**config.mk**
```make
export PLATFORM = sky130hd
export DESIGN_NAME = frame_decoder_flat
export DESIGN_NICKNAME = d
export VERILOG_FILES = /design/src/rtl/frame_decoder_if.sv /design/src/rtl/frame_decoder.sv /design/src/flat_wrapper.sv
export SDC_FILE = /design/constraint.sdc
export NUM_CORES = 1
export LEC_CHECK = 0
export ABC_AREA = 0
export CORE_MARGIN = 3
export CORE_UTILIZATION = 62
export DETAILED_ROUTE_END_ITERATION = 8
export PLACE_DENSITY = 0.87
export SYNTH_ARGS = -nofsm -noshare
export SYNTH_HDL_FRONTEND = slang
export SYNTH_SLANG_ARGS = --single-unit
```
**constraint.sdc**
```tcl
create_clock -name clk -period 13.52 [get_ports clk]
set_input_delay 4.056 -clock clk [delete_from_list [all_inputs] [get_ports clk]]
set_output_delay 4.056 -clock clk [all_outputs]
set_load 0.01 [all_outputs]
```
**src/rtl/frame_decoder_if.sv**
```systemverilog
// LED frame decoder bundle: sampled LED pattern in, recovered frame index and status out.
// The master modport drives led/led_vld; the slave modport is the decoder.
interface frame_decoder_if #(
  parameter int ERR_CNT_W = 8
);
  logic [15:0]          led;
  logic                 led_vld;
  logic [4:0]           fm_no;
  logic                 fm_vld;
  logic                 locked;
  logic                 pat_err;
  logic                 seq_err;
  logic [ERR_CNT_W-1:0] err_cnt;

  modport master (
    output led, led_vld,
    input  fm_no, fm_vld, locked, pat_err, seq_err, err_cnt
  );

  modport slave (
    input  led, led_vld,
    output fm_no, fm_vld, locked, pat_err, seq_err, err_cnt
  );
endinterface

```
**src/rtl/frame_decoder.sv**
```systemverilog
// Recovers the 5-bit frame index from a 16-bit thermometer LED pattern; all outputs 1 cycle after led_vld.
// No backpressure. FRAME_DECODER_REPEAT_TOL_EN tolerates repeated frames while locked.
module frame_decoder #(
  parameter int ERR_CNT_W = 8
) (
  input  logic            clk,
  input  logic            rst,
  frame_decoder_if.slave  bus
);

  typedef enum logic [1:0] {SYNC, ACQ, LOCK} state_t;

  state_t               r_state;
  logic [4:0]           r_k_prev;
  logic [4:0]           r_fm_no;
  logic                 r_fm_vld;
  logic                 r_pat_err;
  logic                 r_seq_err;
  logic [ERR_CNT_W-1:0] r_err_cnt;

  logic [4:0] w_k;
  logic       w_legal;
  logic [4:0] w_e;
  logic [4:0] w_ke;
  logic       w_repeat;
  logic       w_pat_ev;
  logic       w_seq_ev;
  logic       w_sync_eval;
  logic       w_acq_up;
  logic       w_acq_dn;

  // Number of lit LEDs for a frame: fill phase 0..16, then drain back down.
  function automatic logic [4:0] frame_cnt(input logic [4:0] f);
    frame_cnt = (f <= 5'd16) ? f : 5'(6'd32 - {1'b0, f});
  endfunction

  always_comb begin
    w_k = '0;
    for (int i = 0; i < 16; i++) begin
      w_k = w_k + {4'd0, bus.led[i]};
    end
  end

  assign w_legal = (bus.led == ~(16'hFFFF >> w_k));
  assign w_e     = r_fm_no + 5'd1;
  assign w_ke    = frame_cnt(w_e);

`ifdef FRAME_DECODER_REPEAT_TOL_EN
  logic [4:0] w_cur_k;
  assign w_cur_k  = frame_cnt(r_fm_no);
  assign w_repeat = (w_k == w_cur_k);
`else
  assign w_repeat = 1'b0;
`endif

  assign w_acq_up    = (w_k == r_k_prev + 5'd1);
  assign w_acq_dn    = (w_k == r_k_prev - 5'd1);
  assign w_sync_eval = (r_state == SYNC) || ((r_state == ACQ) && !w_acq_up && !w_acq_dn);
  assign w_pat_ev    = bus.led_vld && !w_legal;
  assign w_seq_ev    = bus.led_vld && w_legal && (r_state == LOCK) && (w_k != w_ke) && !w_repeat;

  always_ff @(posedge clk) begin
    if (rst) begin
      r_state   <= SYNC;
      r_k_prev  <= '0;
      r_fm_no   <= '0;
      r_fm_vld  <= 1'b0;
      r_pat_err <= 1'b0;
      r_seq_err <= 1'b0;
      r_err_cnt <= '0;
    end else begin
      r_fm_vld  <= 1'b0;
      r_pat_err <= 1'b0;
      r_seq_err <= 1'b0;
      if (bus.led_vld) begin
        if (!w_legal) begin
          r_pat_err <= 1'b1;
          r_state   <= SYNC;
        end else if (w_sync_eval) begin
          // Only the all-dark and all-lit frames identify the position on their own.
          if (w_k == 5'd0 || w_k == 5'd16) begin
            r_fm_no  <= w_k;
            r_fm_vld <= 1'b1;
            r_state  <= LOCK;
          end else begin
            r_k_prev <= w_k;
            r_state  <= ACQ;
          end
        end else if (r_state == ACQ) begin
          r_fm_no  <= w_acq_up ? w_k : 5'(6'd32 - {1'b0, w_k});
          r_fm_vld <= 1'b1;
          r_state  <= LOCK;
        end else if (r_state == LOCK) begin
          if (w_k == w_ke) begin
            r_fm_no  <= w_e;
            r_fm_vld <= 1'b1;
          end else if (w_seq_ev) begin
            r_seq_err <= 1'b1;
            r_state   <= SYNC;
          end
        end else begin
          r_state <= SYNC;
        end
      end
      if ((w_pat_ev || w_seq_ev) && (r_err_cnt != '1)) begin
        r_err_cnt <= r_err_cnt + ERR_CNT_W'(1);
      end
    end
  end

  assign bus.fm_no   = r_fm_no;
  assign bus.fm_vld  = r_fm_vld;
  assign bus.locked  = (r_state == LOCK);
  assign bus.pat_err = r_pat_err;
  assign bus.seq_err = r_seq_err;
  assign bus.err_cnt = r_err_cnt;

endmodule

```
**src/flat_wrapper.sv**
```systemverilog
// flat-port wrapper written by rule: the top's interface ports become plain ports
module frame_decoder_flat 
#(
  parameter int ERR_CNT_W = 8
)
  (clk, rst, bus_led, bus_led_vld, bus_fm_no, bus_fm_vld, bus_locked, bus_pat_err, bus_seq_err, bus_err_cnt);
  frame_decoder_if #(.ERR_CNT_W(ERR_CNT_W)) bus_i ();
  input  logic clk;
  input  logic rst;
  input wire logic [$bits(bus_i.led)-1:0] bus_led;
  input wire logic [$bits(bus_i.led_vld)-1:0] bus_led_vld;
  output wire logic [$bits(bus_i.fm_no)-1:0] bus_fm_no;
  output wire logic [$bits(bus_i.fm_vld)-1:0] bus_fm_vld;
  output wire logic [$bits(bus_i.locked)-1:0] bus_locked;
  output wire logic [$bits(bus_i.pat_err)-1:0] bus_pat_err;
  output wire logic [$bits(bus_i.seq_err)-1:0] bus_seq_err;
  output wire logic [$bits(bus_i.err_cnt)-1:0] bus_err_cnt;
  assign bus_i.led = bus_led;
  assign bus_i.led_vld = bus_led_vld;
  assign bus_fm_no = bus_i.fm_no;
  assign bus_fm_vld = bus_i.fm_vld;
  assign bus_locked = bus_i.locked;
  assign bus_pat_err = bus_i.pat_err;
  assign bus_seq_err = bus_i.seq_err;
  assign bus_err_cnt = bus_i.err_cnt;
  frame_decoder #(.ERR_CNT_W(ERR_CNT_W)) u_core (.clk(clk), .rst(rst), .bus(bus_i));
endmodule
```
-- After elaboration in Yosys (flattened, before gate mapping)
Cells that the tools add are included.
- output and inout bits: 17
- bits in registers: 23
- equal/unequal tests: 12
- shift operators: 1
- reductions and logical operators: 23
- add/subtract/negate cells: 21
- mux-type cells: 21
- bitwise operators: 5
- order comparisons: 1
- operators with widths (kind ; count):
    $add 5x1->5 ; 14
    $mux 5 ; 7
    $eq 16x16->1 ; 1
    $not 16->16 ; 1
    $shr 16x5->16 const A ; 1
    $eq 5x5->1 ; 3
    $mux 2 ; 7
    $add 5x1->5 const B ; 2
    $ne 5x5->1 const B ; 2
    $sub 1x5->5 const A ; 2
    $add 8x1->8 const B ; 1
    $ne 8x8->1 const B ; 1
    $logic_and 1x1->1 ; 7
    $mux 1 ; 7
    $reduce_or 7->1 ; 1
    $reduce_bool 3->1 ; 2
    $eq 5x5->1 const B ; 1
    $le 5x5->1 const B ; 1
    $logic_not 5->1 ; 1
    $ne 5x5->1 ; 1
    $reduce_and 5->1 ; 1
    $sub 5x1->5 const B ; 1
    $not 1->1 ; 4
    $reduce_and 4->1 ; 1
    10 further kinds ; 14

-- Longest topological paths before layout
- depth in word-level cells: 27
- mapped depth: 23

-- Worst setup path after synthesis
Ideal clock, no wire load.
- kind: input to register
- start point: in bus_led[0]
- end point: reg u_core.r_k_prev[2]
- data arrival time: 9.393 ns
- library setup time: 0.128 ns
- stages: 20
- path slack: 4.000 ns
- buffers on the path: 1
- path through: ha_1 inv_1 fa_1 fa_1 fa_1 fa_1 fa_1 fa_1 xnor2_2 inv_2 buf_4 ha_1 and3_1 a211oi_1 o221a_2 nor4b_1 and4_1 nor3b_4 mux2i_1 nor2_1
- word-level cells in the longest chain between the ends: 21
- elaborated cells on any way between the ends: 30
- those cells by class: add/sub (15); eq/ne (4); shift (1); bitwise (2); reduce/logical (8)
- RTL lines (what ; RTL line ; RTL):
    start, declared ; flat_wrapper.sv:10 ; input wire logic [$bits(bus_i.led)-1:0] bus_led;
    parallel branches: the longest is 21 deep, another holds $add 5x1->5 ; - ;
    end signal, assigned ; frame_decoder.sv:86 ; r_k_prev <= w_k;
    end, declared ; frame_decoder.sv:14 ; logic [4:0] r_k_prev;
Parallel ways; which one is timed is not known.
A chain may end at the register's enable or synchronous reset.

-- Worst setup path after layout
- start point: in bus_led[1]
- end point: reg u_core.r_err_cnt[7] (netlist: u_core.bus.err_cnt[7])
- word-level cells in the longest chain between the ends: 23
- elaborated cells on any way between the ends: 26
- those cells by class: add/sub (15); eq/ne (2); shift (1); bitwise (1); reduce/logical (7)
- RTL lines (what ; RTL line ; RTL):
    $add 1x1->2 ; frame_decoder.sv:40 ; w_k = w_k + {4'd0, bus.led[i]};
    $add 5x1->5 (14 in series) ; frame_decoder.sv:40 ;
    $shr 16x5->16 ; frame_decoder.sv:44 ; assign w_legal = (bus.led == ~(16'hFFFF >> w_k));
    $not 16->16 ; frame_decoder.sv:44 ;
    $eq 16x16->1 ; frame_decoder.sv:44 ;
    $logic_and 1x1->1 (3 in series) ; frame_decoder.sv:60 ; assign w_seq_ev = bus.led_vld && w_legal && (r_state == LOCK) && (w_k != w_ke) && !w_repeat;
    $logic_or 1x1->1 (*) ; frame_decoder.sv:105 ; if ((w_pat_ev || w_seq_ev) && (r_err_cnt != '1)) begin
    $logic_and 1x1->1 (*) ; frame_decoder.sv:105 ;
    end signal, assigned ; frame_decoder.sv:106 ; r_err_cnt <= r_err_cnt + ERR_CNT_W'(1);
    end, declared ; frame_decoder.sv:19 ; logic [ERR_CNT_W-1:0] r_err_cnt;
Every way passes the cells marked *; elsewhere a longest branch is shown, timed or not.

==> summary.md <==
| Metric | Value |
|---|---|
| Initial antenna violation count | 0 |
| Post-Synthesis Cell Area | between 3000 and 4000 um^2 |
| Vias in the first global route | just over 3000 |
| Critical path class | in2reg |
| Area leader, netlist | dfxtp_1 |
| GRT overflow | 0 |
| CORE AREA | roughly 4600 um^2 |
| Clock buffer count from CTS | 3 |
| Placed insts | between 400 and 500 |
| Cell family with most CP delay | adder cells |
| Worst Path Required | 13.69 ns |
| Die X | ~76 um |
| Final cycle utilization of the critical path | about four fifths |
| Synth warnings | 0 |
| Final WL | between 8000 and 9000 um |
| Peak VDD IR | 137 uV |
| Fin. max-slew vios | 0 |
| Hold Path Class | reg2reg |
| Hold Fails Final Rpt | 0 |
| Largest net degree at the start of global routing | 25 |
| CP dominant cell by count | fa_1 |
| PortBufs | 35 |
| Worst slew pin tran | 0.793 ns |
| FP Rows | 24 |
| Total GRT Usage | a little under a third |
| Post-Synthesis Net Count | roughly 430 |
| Slowest CP cell | xnor2_2 |
| Slew headroom | between 40% and 50% |
| Final Setup Violations | 0 |
| H-Tree Depth | 1 |
| Pre-Repair DR Iteration Count | 5 |
| Synthesized flop and latch total | 23 |
| # nets final | 454 |
| Clock Sinks | 23 |
| Gate Count Post-Synth | 391 |
| Final Instance Area | 3410 um^2 |
| Worst-path clk slew | 0.08 ns |
| Leakage | approximately 0.0013 uW |
| Vias/cell | 6.80 |
| Die area | slightly below 6000 um^2 |
| Share of flip-flops with an asynchronous set or reset | 0% |
| Post-synthesis sequential area ratio | 15.1% |
| Ys flop type | dfxtp_1 |
| Worst Path Buf+Inv | 3 |
| Top post-synthesis cells by count | 36 x inv_1, 33 x nor2_1, 23 x dfxtp_1 |
| Die height | around 76 um |
| Yosys top cell area share | about 15% |
| Worst-path cell chain | clkdlybuf4s50_1 -> ha_1 -> inv_1 -> fa_1 -> fa_1 -> fa_1 -> fa_1 -> fa_1 -> fa_1 -> xnor2_2 -> inv_2 -> ha_1 -> and3_1 -> a211oi_1 -> o221a_2 -> nor4b_1 -> nand4_1 -> o21ai_2 -> or4_1 -> a21oi_1 |
| Syn Area/Cell | approximately 7.8 um^2 |
| Drt wl/cell | ~19 um |
| Worst-Skew Late Latency | 0.26 ns |
| Area contributors post-synth | dfxtp_1 15%, fa_1 6.6%, ha_1 5.3%, mux2i_1 4.6%, inv_1 4.4% |
| P&R area growth vs syn | 11.8% |
| DP Area | between 3000 and 4000 um^2 |
| Max-cap violations | 0 |
| Crit path arrival time | roughly 11 ns |
| Post-synth EDFFs | 0 |
| Post-CTS Hold Fix Bufs | 0 |
| Startpoint Class | primary input |
| Final cell count without fillers | around 480 |
| Post_cts resized | 0 |
| Worst Path Max Fanout | 16 |
| Max Root-Sink Buffers | 2 |
| Root Buffer | clkbuf_8 |
| Status | complete, no violations |
| Vias | 3238 |
| Wire length of the first global-routing pass | 15000 um |
| Clock skew | approximately 0.0024 ns |
| Share of layout cells above drive strength 1 | 7.54% |
| Post-layout util | roughly three quarters |
| CP Capture Type | flop |
| Most common cell in the netlist | inv_1 |
| CTS tree | done |
| Max incr delay on CP | ~0.68 ns |
| Ant. Diodes | 0 |
| Final setup TNS | 0 ns |
| Fin crit period | around 11 ns |
| PD cells | 217 nW/um^2 |
| Highest Clock Rate | between 0.09 and 0.1 GHz |
| # Post-CTS Setup Buffers | 0 |
| HPWL after detailed placement | between 6000 and 7000 um |
| Starting density of the core | 66.9% |
| Routability cong. | a little over 1 |
| RSZ-0062 raised after global routing | false |
| DRC Markers | 0 |
| Post-DRT Antenna Nets | 0 |
| I/O pin cnt | 36 |
| Distinct cell type count after synthesis | between 70 and 80 |
| First DRT Iteration DRCs | about 430 |
-- cells in the final DEF (no fill, tap or decap), types with 4 or more instances in the layout --
| cell | instances |
|---|---|
| mux2i_1 | 14 |
| dfxtp_1 | 23 |
| a21oi_1 | 21 |
| o211ai_1 | 7 |
| nand4_1 | 5 |
| clkdlybuf4s50_1 | 35 |
| fa_1 | 10 |
| or3_1 | 6 |
| nor2b_1 | 8 |
| nor3_1 | 9 |
| ha_1 | 13 |
| a31oi_1 | 9 |
| inv_1 | 36 |
| xor2_1 | 9 |
| o21ai_0 | 21 |
| a211oi_1 | 9 |
| nor4_1 | 4 |
| nand2_1 | 16 |
| nand3_1 | 17 |
| a21o_1 | 4 |
| nand2b_1 | 10 |
| nor2_1 | 33 |
| or2_2 | 4 |
| xnor2_1 | 5 |
-- logic make-up after synthesis --
family          synth area share [%]
compound gates                  28.8
xor+xnor                        5.08
fa+ha+maj                       11.9
buf+inv                         8.90
flops                           15.1
mux                             4.96
simple gates                    25.3
-- through the flow --
stage | hold WS [ns] | power, uW | setup slack (ns)
2_1_floorplan | 0.509 | 554 | 4.00
3_3_place_gp | 0.502 | 666 | 2.62
3_5_place_dp | 0.519 | 671 | 2.48
4_1_cts | 0.530 | 718 | 2.71
5_1_grt | 0.554 | 788 | 2.28
6_report | 0.530 | 741 | 2.60
-- report_power, final --
part	internal (uW)	switching [uW]	total [uW]
clock	21.0	21.1	42.1
sequential	69.4	3.75	73.1
combinational	229	397	626
-- routing by layer --
metal | wire [um] | track usage, %
met1 | 3970 | 42.4
met2 | 4130 | 49.6
met5 | 0 | 0
met3 | 822 | 7.57
met4 | 59 | 4.17
-- flip-flops by register name (all words and copies together) (netlist names) --
| name | cells |
|---|---|
| u_core.bus.err_cnt | 8 |
| u_core.bus.seq_err | 1 |
| u_core.r_k_prev | 5 |
| u_core.bus.fm_no | 5 |
| u_core.bus.fm_vld | 1 |
| u_core.bus.pat_err | 1 |
| u_core.r_state | 2 |
-- cell type report --
type | instances | area (um^2)
inverters | 39 | 146
repair buffers | 36 | 358
multi-input cells | 309 | 2320
well taps | 65 | 81.3
clock buffers | 4 | 45.0
flip-flops and latches | 23 | 460
fillers | 367 | 1150
-- worst reg2reg max path, delay by kind of cell, from the launching register on --
family                   cells  cell delay, ns
AND/OR/NAND/NOR              3            1.08
AO/OA/AOI/OAI                4            0.65
flip-flops                   1            0.55
adder cells (fa/ha/maj)      1            0.55
multiplexers                 1            0.31
XOR/XNOR                     1            0.15
-- final timing paths --
| check | startpoint | to | slack [ns] | cells after the start |
|---|---|---|---|---|
| worst max register to register | u_core.bus.fm_no[0]$_SDFFE_PP0P_ | u_core.bus.err_cnt[7]$_SDFFE_PP0P_ | 10.14 | 10 |
| worst max-delay path | bus_led[1] | u_core.bus.err_cnt[7]$_SDFFE_PP0P_ | 2.60 | 20 |
| worst min register to register | u_core.bus.err_cnt[5]$_SDFFE_PP0P_ | u_core.bus.err_cnt[5]$_SDFFE_PP0P_ | 0.53 | 2 |
| worst min-delay path | u_core.bus.err_cnt[5]$_SDFFE_PP0P_ | u_core.bus.err_cnt[5]$_SDFFE_PP0P_ | 0.53 | 2 |
(Power assumes the default switching activity.)
==> variant 1 (config.mk and constraints unchanged) <==
Make the reset (`rst`) asynchronous in one clocked block.
--- a/src/rtl/frame_decoder.sv
+++ b/src/rtl/frame_decoder.sv
@@ -59,7 +59,7 @@
   assign w_pat_ev    = bus.led_vld && !w_legal;
   assign w_seq_ev    = bus.led_vld && w_legal && (r_state == LOCK) && (w_k != w_ke) && !w_repeat;
 
-  always_ff @(posedge clk) begin
+  always_ff @(posedge clk or posedge rst) begin
     if (rst) begin
       r_state   <= SYNC;
       r_k_prev  <= '0;
Check against the original RTL: differs if rst is asserted again (counterexample within 4 cycles, from zero or initial values and one cycle with rst high); with rst held inactive, the same outputs for 4 cycles.
==> variant 1 against the original RTL <==
Setup slack better by 200 ps. Design area down 1.3%. Sequential cell count unchanged. Power up 3.1%. Global-route usage down 0.89 points. Sequential share of layout area up 3.6 points. Area after synthesis down 1.6%. Count of clock-buffer cells in the layout down 1. Routed wire length down 11%. Via count down 11%.
==> variant 1: results (changes against the original RTL) <==
\begin{tabular}{lr}
\hline
Metric & Value \\
\hline
\multicolumn{2}{l}{\textbf{Outcome}} \\
Outcome & completed (unchanged) \\
\multicolumn{2}{l}{\textbf{Yosys}} \\
Post-synthesis share of cell area spent on full adders, half adders and majority gates & 12.4\% (was 11.9\%) \\
Ranking of synthesized cells by area & dfrtp\_1, fa\_1, ha\_1, inv\_1, xor2\_1 (was dfxtp\_1, fa\_1, ha\_1, mux2i\_1, inv\_1) \\
Number of instances in the synthesized netlist & 352 (was 391) \\
Most used DFF post-synth & dfrtp\_1 (was dfxtp\_1) \\
Share of the synthesized area in compound gates (AO/OA/AOI/OAI) & 26.0\% (was 28.8\%) \\
Synth unique cells & 82 (was 78) \\
Post-synthesis share of cell area spent on xor and xnor gates & 7.12\% (was 5.08\%) \\
Proportion of synthesized chip area in sequential cells & 19.2\% (was 15.1\%) \\
Post-Synthesis Net Count & 394 (was 433) \\
\multicolumn{2}{l}{\textbf{Drt}} \\
Iteration-0 DRC count of the detailed router & 282 (was 425) \\
WL/cell & 18.8 µm (was 18.9 µm) \\
Final WL & 8030 µm (was 8980 µm) \\
\multicolumn{2}{l}{\textbf{Final layout}} \\
Post-layout net count & 417 (was 454) \\
Fill count & 351 (was 367) \\
Layout Utilization & 74.7\% (about the same) \\
\multicolumn{2}{l}{\textbf{Global routing}} \\
Via count of the first global-routing pass & 2733 (was 3021) \\
Total global-route track usage & 29.7\% (was 30.6\%) \\
Global-route wire length before repair & 13200 µm (was 15000 µm) \\
Pin count of the biggest net entering global routing & 28 (was 25) \\
\multicolumn{2}{l}{\textbf{Place}} \\
Pre-CTS WS & 2600 ps (was 2480 ps) \\
Total placed instance area & 0.00332 mm² (was 0.00337 mm²) \\
Sum of net half-perimeters after detailed placement & 6170 µm (was 6770 µm) \\
Gpl congestion & 0.987 (was 1.03) \\
\multicolumn{2}{l}{\textbf{Power and ir drop}} \\
Lkg Pwr & 1.42 nW (was 1.35 nW) \\
Cell-internal power & 0.340 mW (was 0.319 mW) \\
Worst voltage drop across the vdd grid & 0.000128 V (was 0.000137 V) \\
\multicolumn{2}{l}{\textbf{STA}} \\
Skew final & 3.00 ps (was 2.39 ps) \\
Max-slew headroom & 38.3\% (was 46.9\%) \\
\multicolumn{2}{l}{\textbf{Critical path}} \\
Arrival time at the worst endpoint & 10870 ps (was 11090 ps) \\
\hline
\end{tabular}
-- variant 1: cell count changes after synthesis, moves of 5 or more --
cell      change
dfrtp_1      +23
dfxtp_1      -23
nor2_1        -8
o21ai_0       -8
a21oi_1       -7
a31oi_1       -6
mux2i_1       -5
o211ai_1      -5
or3_1         -5
-- variant 1: area by class of cell --
cell class                      count  share of cell area [%]
Inverter                           41                    4.57
Clock inverter                      1                   0.149
Clock buffer                        3                    1.23
Multi-Input combinational cell    271                    64.6
Tap cell                           52                    1.93
Timing Repair Buffer               35                    10.4
Sequential cell                    23                    17.1
-- variant 1: power groups by stage --
| stage | logic, mW | clock network, mW | registers, mW |
|---|---|---|---|
| floorplan | 0.483 | 0 | 0.0967 |
| global placement | 0.595 | 0 | 0.0952 |
| detailed placement | 0.605 | 0 | 0.0958 |
| CTS | 0.608 | 0.0435 | 0.0944 |
| global route | 0.687 | 0.0470 | 0.0968 |
| finish | 0.626 | 0.0433 | 0.0948 |
-- variant 1: path summary, 6_finish.rpt --
kind                                         endpoint             startpoint  slack [ps]  depth (start not counted)
worst max-delay path               u_core.r_k_prev[4]             bus_led[0]        2800                         20
worst min-delay path            u_core.bus.err_cnt[6]  u_core.bus.err_cnt[6]         500                          1
worst max register to register  u_core.bus.err_cnt[1]    u_core.bus.fm_no[0]       10420                          9
worst min register to register  u_core.bus.err_cnt[6]  u_core.bus.err_cnt[6]         500                          1
max in group asynchronous          u_core.r_k_prev[2]                    rst        8720                          2
min in group asynchronous          u_core.r_k_prev[4]                    rst        4270                          2
-- variant 1: layer usage --
metal	track usage, %	up-vias	part of all wire (%)
met2	45.3	149	45
li1	-	1337	-
met3	6.33	24	8.6
met5	0	-	0
met4	7.38	0	2.2
met1	43.0	1361	44
==> variant 2 (same flow settings) <==
Made on the original files. `ERR_CNT_W` is set to 8 in 3 places; all go to 6.
--- a/src/rtl/frame_decoder_if.sv
+++ b/src/rtl/frame_decoder_if.sv
@@ -1,7 +1,7 @@
 // LED frame decoder bundle: sampled LED pattern in, recovered frame index and status out.
 // The master modport drives led/led_vld; the slave modport is the decoder.
 interface frame_decoder_if #(
-  parameter int ERR_CNT_W = 8
+  parameter int ERR_CNT_W = 6
 );
   logic [15:0]          led;
   logic                 led_vld;
--- a/src/rtl/frame_decoder.sv
+++ b/src/rtl/frame_decoder.sv
@@ -1,7 +1,7 @@
 // Recovers the 5-bit frame index from a 16-bit thermometer LED pattern; all outputs 1 cycle after led_vld.
 // No backpressure. FRAME_DECODER_REPEAT_TOL_EN tolerates repeated frames while locked.
 module frame_decoder #(
-  parameter int ERR_CNT_W = 8
+  parameter int ERR_CNT_W = 6
 ) (
   input  logic            clk,
   input  logic            rst,
--- a/src/flat_wrapper.sv
+++ b/src/flat_wrapper.sv
@@ -1,7 +1,7 @@
 // flat-port wrapper written by rule: the top's interface ports become plain ports
 module frame_decoder_flat 
 #(
-  parameter int ERR_CNT_W = 8
+  parameter int ERR_CNT_W = 6
 )
   (clk, rst, bus_led, bus_led_vld, bus_fm_no, bus_fm_vld, bus_locked, bus_pat_err, bus_seq_err, bus_err_cnt);
   frame_decoder_if #(.ERR_CNT_W(ERR_CNT_W)) bus_i ();
Interface: changed (resized bus_err_cnt); port bits go from 36 to 34. The function was not compared with the original's and may differ.
==> variant 2 against the original RTL <==
Via count decreased by 17%. First-iteration DRC count down 50%. Routed wire length is 21% lower. Power down 21%. Largest cell class unchanged. Critical path type unchanged. Highest routed layer unchanged. Setup slack got worse by 470 ps. Design area fell by 11%. Clock skew is 4.6 ps higher. Area after synthesis shrank 12%. Sequential cell count shrank 2.
==> variant 2: results (changes against the original RTL) <==
\begin{tabular}{lr}
\hline
Metric & Value \\
\hline
\multicolumn{2}{l}{\textbf{Critical path}} \\
Arrival time at the worst endpoint & 11560 ps (was 11090 ps) \\
Largest stage delay, worst path & 840 ps (was 680 ps) \\
Flop2flop setup slack & 9360 ps (was 10140 ps) \\
Critical R2R Capture & u\_core.bus.fm\_no[3] (was u\_core.bus.err\_cnt[7]) \\
\multicolumn{2}{l}{\textbf{Place}} \\
Gpl congestion & 0.923 (was 1.03) \\
Pre-CTS WS & 2050 ps (was 2480 ps) \\
\multicolumn{2}{l}{\textbf{Drt}} \\
Met2 WL & 3330 µm (was 4130 µm) \\
Final WL & 7060 µm (was 8980 µm) \\
Met1 Routed Length & 3150 µm (was 3970 µm) \\
Detailed route wirelength on metal3 & 478 µm (was 822 µm) \\
Routed vias/inst & 6.55 (was 6.80) \\
\multicolumn{2}{l}{\textbf{Power and ir drop}} \\
Flip-flop and latch power & 0.0634 mW (was 0.0731 mW) \\
Cell-internal power & 0.270 mW (was 0.319 mW) \\
Lkg Pwr & 1.14 nW (was 1.35 nW) \\
Worst voltage drop across the vdd grid & 0.000179 V (was 0.000137 V) \\
\multicolumn{2}{l}{\textbf{Yosys}} \\
Post-Synthesis Net Count & 386 (was 433) \\
Ranking of synthesized cells by area & dfxtp\_1, fa\_1, ha\_1, mux2i\_1, inv\_1 (unchanged) \\
Top cells by instance count after synthesis & inv\_1, nor2\_1, dfxtp\_1 (unchanged) \\
Synth unique cells & 74 (was 78) \\
\multicolumn{2}{l}{\textbf{Global routing}} \\
Met3 track utilization from global routing & 6.03\% (was 7.57\%) \\
Via count of the first global-routing pass & 2570 (was 3021) \\
\multicolumn{2}{l}{\textbf{Min path}} \\
Startpoint of the lowest-slack hold path & u\_core.bus.err\_cnt[1] (was u\_core.bus.err\_cnt[5]) \\
\multicolumn{2}{l}{\textbf{Final layout}} \\
Post-layout net count & 404 (was 454) \\
\multicolumn{2}{l}{\textbf{Outcome}} \\
Outcome & completed (unchanged) \\
\multicolumn{2}{l}{\textbf{STA}} \\
Skew final & 7.00 ps (was 2.39 ps) \\
\hline
\end{tabular}
==> variant 2: metrics by stage <==
stage               utilization, %  power [mW]  instances  hold slack (ps)
global route                  73.9       0.630        411              592
floorplan                        -       0.428        344              499
global placement              72.8       0.519        407              513
finish                        73.9       0.582        411              521
detailed placement            72.8       0.529        407              517
CTS                           73.9       0.570        411              527
==> variant 2: kinds of logic after synthesis <==
family	count (synthesis)	synth area share [%]
buf+inv	55	8.50
xor+xnor	16	5.23
flops	21	15.7
compound gates	85	23.1
simple gates	123	25.7
mux	20	7.76
fa+ha+maj	24	14.0
==> variant 2: cell type report <==
type	instances	area (µm²)	share of cell area, %
timing repair buffer	33	330	10.9
clock buffer	4	45.0	1.49
tap	50	62.6	2.07
sequential	21	420	13.9
inverter	35	131	4.35
multi-input combinational	268	2030	67.2
